**src/rtl/sys_cmd_master.sv**
```systemverilog
// sys_cmd_master: host-side initiator for the system controller's UART command protocol.
// Takes one request, serializes it as a command frame onto a UART TX byte stream,
// then collects the response bytes from UART RX and reports completion or timeout.
//
// Frames:  RF write  AA addr wdata
//          RF read   BB addr          -> 1 response byte
//          ALU op    CC A B fun       -> 2 response bytes (low first)
//          ALU nop   DD fun           -> 2 response bytes (low first)
//
// Optional build macro CMD_MASTER_STATS_EN adds saturating completion/timeout counters
// (STAT_DONE_CNT, STAT_TO_CNT) with a synchronous clear input (STAT_CLR).
module sys_cmd_master #(
  parameter int unsigned DATA_WIDTH    = 8,
  parameter int unsigned ADDR_WIDTH    = 4,
  parameter int unsigned ALU_OUT_WIDTH = 16,
  parameter int unsigned RESP_TIMEOUT  = 1024
) (
  input  logic                     CLK,
  input  logic                     RST,
  // Request side
  input  logic                     REQ_VALID,
  output logic                     REQ_READY,
  input  logic [1:0]               REQ_CMD,
  input  logic [ADDR_WIDTH-1:0]    REQ_ADDR,
  input  logic [DATA_WIDTH-1:0]    REQ_WDATA,
  input  logic [DATA_WIDTH-1:0]    REQ_OPER_A,
  input  logic [DATA_WIDTH-1:0]    REQ_OPER_B,
  input  logic [3:0]               REQ_FUN,
  // UART TX byte interface
  output logic [DATA_WIDTH-1:0]    TX_P_DATA,
  output logic                     TX_D_VLD,
  input  logic                     TX_BUSY,
  // UART RX byte interface
  input  logic [DATA_WIDTH-1:0]    RX_P_DATA,
  input  logic                     RX_D_VLD,
  // Response side
  output logic [ALU_OUT_WIDTH-1:0] RSP_DATA,
  output logic                     RSP_VALID,
  output logic                     RSP_TIMEOUT,
  output logic                     BUSY
`ifdef CMD_MASTER_STATS_EN
  ,
  input  logic                     STAT_CLR,
  output logic [7:0]               STAT_DONE_CNT,
  output logic [7:0]               STAT_TO_CNT
`endif
);

  // Request command encodings
  localparam logic [1:0] CmdRfWr   = 2'b00;
  localparam logic [1:0] CmdRfRd   = 2'b01;
  localparam logic [1:0] CmdAluOp  = 2'b10;
  localparam logic [1:0] CmdAluNop = 2'b11;

  // Frame header bytes
  localparam logic [DATA_WIDTH-1:0] HdrRfWr   = DATA_WIDTH'(8'hAA);
  localparam logic [DATA_WIDTH-1:0] HdrRfRd   = DATA_WIDTH'(8'hBB);
  localparam logic [DATA_WIDTH-1:0] HdrAluOp  = DATA_WIDTH'(8'hCC);
  localparam logic [DATA_WIDTH-1:0] HdrAluNop = DATA_WIDTH'(8'hDD);

  // Timeout fires in the RX_WAIT cycle whose idle increment would reach RESP_TIMEOUT
  localparam logic [15:0] TimeoutLast = 16'(RESP_TIMEOUT - 1);

  typedef enum logic [1:0] {
    StIdle,
    StTxByte,
    StRxWait,
    StComplete
  } state_e;

  state_e                   state_q;

  // Captured request
  logic [1:0]               cmd_q;
  logic [DATA_WIDTH-1:0]    addr_q;
  logic [DATA_WIDTH-1:0]    wdata_q;
  logic [DATA_WIDTH-1:0]    oper_a_q;
  logic [DATA_WIDTH-1:0]    oper_b_q;
  logic [DATA_WIDTH-1:0]    fun_q;

  // Transmit / receive progress
  logic [1:0]               tx_idx_q;
  logic [DATA_WIDTH-1:0]    tx_data_q;
  logic                     tx_vld_q;
  logic                     rx_got_q;
  logic [15:0]              to_cnt_q;

  // Registered response outputs
  logic [ALU_OUT_WIDTH-1:0] rsp_data_q;
  logic                     rsp_valid_q;
  logic                     rsp_timeout_q;

  // Combinational helpers
  logic [DATA_WIDTH-1:0]    hdr_sel;
  logic [1:0]               last_idx;
  logic [1:0]               next_idx;
  logic [DATA_WIDTH-1:0]    next_byte;
  logic                     tx_take;
  logic                     tx_last;
  logic                     rx_final;

  // Header byte for an incoming request
  always_comb begin
    hdr_sel = HdrRfWr;
    unique case (REQ_CMD)
      CmdRfWr:   hdr_sel = HdrRfWr;
      CmdRfRd:   hdr_sel = HdrRfRd;
      CmdAluOp:  hdr_sel = HdrAluOp;
      CmdAluNop: hdr_sel = HdrAluNop;
      default:   hdr_sel = HdrRfWr;
    endcase
  end

  // Index of the final frame byte for the captured command
  always_comb begin
    last_idx = 2'd1;
    unique case (cmd_q)
      CmdRfWr:   last_idx = 2'd2;
      CmdRfRd:   last_idx = 2'd1;
      CmdAluOp:  last_idx = 2'd3;
      CmdAluNop: last_idx = 2'd1;
      default:   last_idx = 2'd1;
    endcase
  end

  // Payload byte following the one currently on the TX interface
  always_comb begin
    next_idx  = tx_idx_q + 2'd1;
    next_byte = '0;
    unique case (cmd_q)
      CmdRfWr:   next_byte = (next_idx == 2'd1) ? addr_q : wdata_q;
      CmdRfRd:   next_byte = addr_q;
      CmdAluOp: begin
        unique case (next_idx)
          2'd1:    next_byte = oper_a_q;
          2'd2:    next_byte = oper_b_q;
          default: next_byte = fun_q;
        endcase
      end
      CmdAluNop: next_byte = fun_q;
      default:   next_byte = '0;
    endcase
  end

  // Handshake and progress decodes
  always_comb begin
    tx_take  = tx_vld_q && !TX_BUSY;
    tx_last  = (tx_idx_q == last_idx);
    // RF read needs one byte; ALU commands need a second
    rx_final = rx_got_q || (cmd_q == CmdRfRd);
  end

  // Main sequencer: request capture, frame transmission, response collection
  always_ff @(posedge CLK or negedge RST) begin
    if (!RST) begin
      state_q       <= StIdle;
      cmd_q         <= CmdRfWr;
      addr_q        <= '0;
      wdata_q       <= '0;
      oper_a_q      <= '0;
      oper_b_q      <= '0;
      fun_q         <= '0;
      tx_idx_q      <= 2'd0;
      tx_data_q     <= '0;
      tx_vld_q      <= 1'b0;
      rx_got_q      <= 1'b0;
      to_cnt_q      <= '0;
      rsp_data_q    <= '0;
      rsp_valid_q   <= 1'b0;
      rsp_timeout_q <= 1'b0;
    end else begin
      rsp_valid_q   <= 1'b0;
      rsp_timeout_q <= 1'b0;
      unique case (state_q)
        StIdle: begin
          if (REQ_VALID) begin
            cmd_q      <= REQ_CMD;
            addr_q     <= DATA_WIDTH'(REQ_ADDR);
            wdata_q    <= REQ_WDATA;
            oper_a_q   <= REQ_OPER_A;
            oper_b_q   <= REQ_OPER_B;
            fun_q      <= DATA_WIDTH'(REQ_FUN);
            tx_idx_q   <= 2'd0;
            tx_data_q  <= hdr_sel;
            tx_vld_q   <= 1'b1;
            rx_got_q   <= 1'b0;
            to_cnt_q   <= '0;
            // RF write reports zero; reads overwrite this as bytes arrive
            rsp_data_q <= '0;
            state_q    <= StTxByte;
          end
        end

        StTxByte: begin
          if (tx_take) begin
            if (tx_last) begin
              tx_vld_q <= 1'b0;
              to_cnt_q <= '0;
              rx_got_q <= 1'b0;
              if (cmd_q == CmdRfWr) begin
                rsp_valid_q <= 1'b1;
                state_q     <= StComplete;
              end else begin
                state_q     <= StRxWait;
              end
            end else begin
              tx_idx_q  <= next_idx;
              tx_data_q <= next_byte;
            end
          end
        end

        StRxWait: begin
          // A byte arriving on the would-be timeout cycle takes precedence
          if (RX_D_VLD) begin
            to_cnt_q <= '0;
            if (!rx_got_q) begin
              rsp_data_q <= ALU_OUT_WIDTH'(RX_P_DATA);
            end else begin
              rsp_data_q[ALU_OUT_WIDTH-1:DATA_WIDTH] <= RX_P_DATA;
            end
            if (rx_final) begin
              rsp_valid_q <= 1'b1;
              state_q     <= StComplete;
            end else begin
              rx_got_q    <= 1'b1;
            end
          end else if (to_cnt_q == TimeoutLast) begin
            rsp_timeout_q <= 1'b1;
            state_q       <= StIdle;
          end else begin
            to_cnt_q <= to_cnt_q + 16'd1;
          end
        end

        StComplete: begin
          state_q <= StIdle;
        end

        default: begin
          state_q <= StIdle;
        end
      endcase
    end
  end

  // Output wiring from registered state
  always_comb begin
    REQ_READY   = (state_q == StIdle);
    BUSY        = (state_q != StIdle);
    TX_P_DATA   = tx_data_q;
    TX_D_VLD    = tx_vld_q;
    RSP_DATA    = rsp_data_q;
    RSP_VALID   = rsp_valid_q;
    RSP_TIMEOUT = rsp_timeout_q;
  end

`ifdef CMD_MASTER_STATS_EN
  logic [7:0] stat_done_q;
  logic [7:0] stat_to_q;

  // Saturating event counters; clear wins over a same-cycle increment
  always_ff @(posedge CLK or negedge RST) begin
    if (!RST) begin
      stat_done_q <= 8'd0;
      stat_to_q   <= 8'd0;
    end else if (STAT_CLR) begin
      stat_done_q <= 8'd0;
      stat_to_q   <= 8'd0;
    end else begin
      if (rsp_valid_q && (stat_done_q != 8'hFF)) begin
        stat_done_q <= stat_done_q + 8'd1;
      end
      if (rsp_timeout_q && (stat_to_q != 8'hFF)) begin
        stat_to_q <= stat_to_q + 8'd1;
      end
    end
  end

  // Counter outputs
  always_comb begin
    STAT_DONE_CNT = stat_done_q;
    STAT_TO_CNT   = stat_to_q;
  end
`endif

endmodule

```
**config.mk**
```make
export PLATFORM = sky130hd
export DESIGN_NAME = sys_cmd_master
export DESIGN_NICKNAME = d
export VERILOG_FILES = /design/src/rtl/sys_cmd_master.sv
export SDC_FILE = /design/constraint.sdc
export NUM_CORES = 1
export LEC_CHECK = 0
export BUFFER_PORTS_ARGS = -buffer_cell sky130_fd_sc_hd__clkbuf_2
export CORE_UTILIZATION = 55
export CTS_BUF_LIST = sky130_fd_sc_hd__clkbuf_4
export CTS_CLUSTER_DIAMETER = 200
export DETAILED_ROUTE_END_ITERATION = 16
export PLACE_DENSITY = 0.87
export SYNTH_ARGS = -nofsm -noshare
export SYNTH_HDL_FRONTEND = slang
export SYNTH_SLANG_ARGS = --single-unit
```
**constraint.sdc**
```tcl
create_clock -name CLK -period 2.8 [get_ports CLK]
set_input_delay 0.14 -clock CLK [delete_from_list [all_inputs] [get_ports CLK]]
set_output_delay 0.14 -clock CLK [all_outputs]
set_load 0.02 [all_outputs]
```
# After elaboration in Yosys (flattened, before gate mapping)
# Index checks and enable logic that the tools add are counted.
classes:
  addsub: 2
  eq_ne: 23
  n_mux: 48
  reduce_logical: 19
op_table:
  columns: ["cell", "n"]
  rows:
  - ["two-way mux 16 bit", 6]
  - ["case mux 8 bit (4 select lines)", 2]
  - ["two-way mux 8 bit", 6]
  - ["case mux 16 bit (3 select lines)", 1]
  - ["case mux 16 bit (2 select lines)", 1]
  - ["case mux 8 bit (2 select lines)", 2]
  - ["two-way mux 2 bit", 9]
  - ["adder 16 x 1 -> 16 bit, second input constant", 1]
  - ["equality test 16 x 10 -> 1 bit, second input constant", 1]
  - ["two-way mux 1 bit", 15]
  - ["equality test 2 bit, second input constant", 7]
  - ["inequality test 2 bit, second input constant", 7]
  - ["AND reduction 4 bit", 3]
  - ["AND reduction 5 bit", 2]
  - ["inequality test 3 bit, second input constant", 3]
  - ["equality test 2 x 1 -> 1 bit, second input constant", 4]
  - ["case mux 2 bit (4 select lines)", 1]
  - ["logical NOT 2 bit", 3]
  - ["case mux 2 bit (3 select lines)", 1]
  - ["AND reduction 6 bit", 1]
  - ["nonzero test 2 bit", 3]
  - ["case mux 1 bit (2 select lines)", 2]
  - ["case mux 2 bit (2 select lines)", 1]
  - ["case mux 1 bit (3 select lines)", 1]
  - ["9 further kinds", 9]
word_totals:
  reg_bits: 82
  inputBits: 47
  out_inout_bits: 29
  word_cells: 108

# Logic depth before layout (Yosys ltp)
depth:
  word_depth: 7
  mapped_depth: 9
  ltp_nobuf: 7

# Worst setup path after synthesis
# No wires, ideal clock.
synth_path:
  kind: "reg2reg"
  start: "register tx_idx_q[0]"
  end: "register to_cnt_q[6]"
  setup_ns: 0.076
  arrival_ns: 2.280
  required_ns: 2.724
  setup_slack_ns: 0.444
  path_stages_with_launch: 6
  n_path_buf: 0
  period_less_slack_ns: 2.356
  path_cell_list: "dfrtp_1 -> or4b_1 -> a311o_1 -> a211o_4 -> or4_1 -> o21ai_1"
synth_between:
  elab_chain_cells: 3
synth_lines:
  columns: ["item", "line_no", "text"]
  rows:
  - ["start, declared", "82", "logic [1:0] tx_idx_q;"]
  - ["start signal, assigned", "207", "tx_idx_q <= next_idx;"]
  - ["equality test 2 bit", "148", "tx_last = (tx_idx_q == last_idx);"]
  - ["inequality test 2 bit (no source line)", null, null]
  - ["AND reduction 5 bit (no source line)", null, null]
  - ["end signal, assigned", "232", "to_cnt_q <= to_cnt_q + 16'd1;"]
  - ["end, declared", "86", "logic [15:0] to_cnt_q;"]
# No other way between the ends.
# A chain may end at the register's enable or synchronous reset.

# Final worst setup path
layout_path:
  start: "register tx_idx_q[0]"
  end: "register to_cnt_q[10]"
# Same word-level chain as after synthesis.

==> results.tsv <==
metric	value	unit
Critical Path Source Type	flop	
Critical Path Fanout Max	10	
Vias/cell	5.949	
via count	3617	
Unique masters post-synth	50	
Post-Syn Instances	391	
syn nets	445	
Hold Crit Class	input pin to flop	
largest net degree at the start of global routing	83	
clock root buffer	clkbuf_4	
post_cts resized	0	
min Tclk post-route	2577	ps
Slew HR	0.3296	
CP cell instances	or4b_1 > a311o_1 > a211oi_4 > nand2_1 > o31ai_1	
Fin. Hold Viols	0	
port bufs	75	
RSZ-0062 raised after global routing	false	
#FFs+latches synth	82	
Syn Area/Cell	10.24	um2
final setup TNS	0	ps
final max-slew violation count	0	
filler instances	520	
asr flop ratio synth	1.000	
Final #Nets	561	
Worst Path Required	3160	ps
Starting Density	0.5799	
CTS sink count	82	
Worst Skew	20.18	ps
Layout area overhead	26.84	%
# diodes	0	
slowest CP cell	or4b_1	
WP buf/inv	0	
initial antenna violation count	0	
post-synthesis sequential area ratio	0.5123	
# DRC	0	
number of global-route vias before repair	3461	
gpl congestion	0.9095	
Hold Crit Start	REQ_CMD[0]	
Cell Area, Synth	0.004005	mm2
Top FF cell, synth	dfrtp_1	
H-tree Lvls	3	
EDFF count, synth	0	
FMAX	388.0	MHz
CP max stage delay	550	ps
Post CTS Setup Buffer Count	0	
Synth Warn #	0	
Synth top area share	0.5123	
post-placement cell count	549	
outcome	finished, final reports clean	
Die H	87.34	um
Max IR drop VDD	0.0006760	V
die width	87.34	um
flop2flop setup slack	220	ps
Die Area	0.007627	mm2
# rows	30	
first-pass GRT wire length	16.19	mm
DR iter-0 viols	244	
top cells by area, synth	dfrtp_1 51%, mux2_2 9.6%, nand2_1 4.4%	
Tot Pwr	5.005	mW
Setup crit end kind	flop	
GRT Resource Usage Total	0.2803	
Pwr Density	985.2	mW/mm2
WS Path Type	flop to flop	
Yosys top cell by area	dfrtp_1	
average wire per standard cell	16.74	um
Reg2Reg Launch Point	tx_idx_q[0]	
IO Pins	76	
leak pwr	2.361	nW
Slew @ Worst Pin	1006	ps
Clk Latency, worst-skew pair	440	ps
Routed Antenna Nets	0	
CTS tree	yes	
Final Non-Filler Cells	608	
share of layout cells above drive strength 1	0.2695	
post-cts hold buffer count	43	
CTS clk-pin slew, worst paths	150	ps
clk buf depth	2	
period utilization	0.9204	
Final HPWL DP	6.579	mm
core footprint	0.006907	mm2
final wirelength	10.18	mm
final setup fails	0	
crit-path leading delay family	compound AO/OA/AOI/OAI gates	
drt pass-1 iters	5	
worst path arrival time	2930	ps
TritonCTS buffer count	9	
max cap viols	0	
grt total ovfl	0	
Crit. Startpoint	tx_idx_q[0]	
## state kept, by name, indices dropped and copies added, names as in the netlist
signal / count
addr_q: 4
RSP_DATA: 16
TX_D_VLD: 1
state_q: 2
RSP_TIMEOUT: 1
to_cnt_q: 16
TX_P_DATA: 8
tx_idx_q: 2
rx_got_q: 1
oper_a_q: 8
wdata_q: 8
cmd_q: 2
fun_q: 4
oper_b_q: 8
RSP_VALID: 1
## final cells by class
type / instances / area [um2] / area share
flip-flops and latches: 82 / 2052 / 0.4039
multi-input cells: 275 / 1826 / 0.3594
repair buffers: 126 / 880.8 / 0.1734
well taps: 96 / 120.1 / 0.02365
clock inverters: 7 / 85.08 / 0.01675
clock buffers: 9 / 67.56 / 0.01330
inverters: 13 / 48.80 / 0.009606
## cells by family after synthesis
| family | Yosys count | share of synthesized area |
|---|---|---|
| compound gates | 96 | 0.1662 |
| buf+inv | 34 | 0.03186 |
| mux | 36 | 0.1006 |
| simple gates | 136 | 0.1671 |
| fa+ha+maj | 7 | 0.02187 |
| flops | 82 | 0.5123 |
## report_power, final
| part | total, mW | internal [mW] | switching (mW) |
|---|---|---|---|
| sequential | 1.91 | 1.62 | 0.287 |
| combinational | 2.35 | 0.958 | 1.39 |
| clock | 0.745 | 0.289 | 0.455 |
## placed cells by master (no fill, tap or decap), types with 4 or more instances in the layout
cell type,synthesis,final
a22oi_1,8,8
a31oi_1,6,6
o221ai_1,5,5
o21ai_0,22,22
buf_4,0,8
dlygate4sd3_1,0,43
nand4_1,4,4
a21oi_1,18,18
clkbuf_4,0,9
dfrtp_1,82,82
nor2_1,17,17
ha_1,7,7
nor3_1,7,7
nand3_1,28,28
mux2_2,34,34
nand2b_1,7,7
nand2_1,47,47
and3_1,5,5
o31ai_1,9,9
inv_1,13,13
clkbuf_2,0,74
nor2b_1,4,4
## cells in the mapped netlist, types with 5 or more instances
cell,count
dfrtp_1,82
nand2_1,47
mux2_2,34
nand3_1,28
o21ai_0,22
clkbuf_1,20
a21oi_1,18
nor2_1,17
inv_1,13
o31ai_1,9
a22oi_1,8
ha_1,7
nand2b_1,7
nor3_1,7
a31oi_1,6
and3_1,5
o221ai_1,5
## path summary, 6_finish.rpt
path                                 to  cells after the start
max                        to_cnt_q[10]                      5
min                            cmd_q[0]                      3
max reg2reg                to_cnt_q[10]                      5
min reg2reg                RSP_DATA[12]                      2
max in group asynchronous    wdata_q[2]                      2
min in group asynchronous   RSP_DATA[9]                      2
## worst reg2reg max path, stage by stage, from the launching register on
cell and delay, ps:
dfrtp_1 470, or4b_1 550, a311o_1 450, a211oi_4 460, nand2_1 280, o31ai_1 290
## stage by stage
stage | hold WS (ps) | cell area [um2] | setup WS, ps | utilization
2_1_floorplan | -155.6 | 4005 | 444.1 | -
3_3_place_gp | 362.3 | 4497 | 327.4 | 0.6511
3_5_place_dp | 371.1 | 4497 | 273.4 | 0.6511
4_1_cts | 27.90 | 5080 | 233.9 | 0.7355
5_1_grt | 50.47 | 5080 | 74.23 | 0.7355
6_report | 47.50 | 5080 | 222.9 | 0.7355
## layer usage
layer | part of all wire | wire [um] | GRT usage
met5 | 0 | 0 | 0
met4 | 0.028 | 283 | 0.1371
met3 | 0.067 | 682 | 0.03791
met2 | 0.49 | 5014 | 0.4688
met1 | 0.41 | 4197 | 0.3591
(Power assumes the default switching activity.)
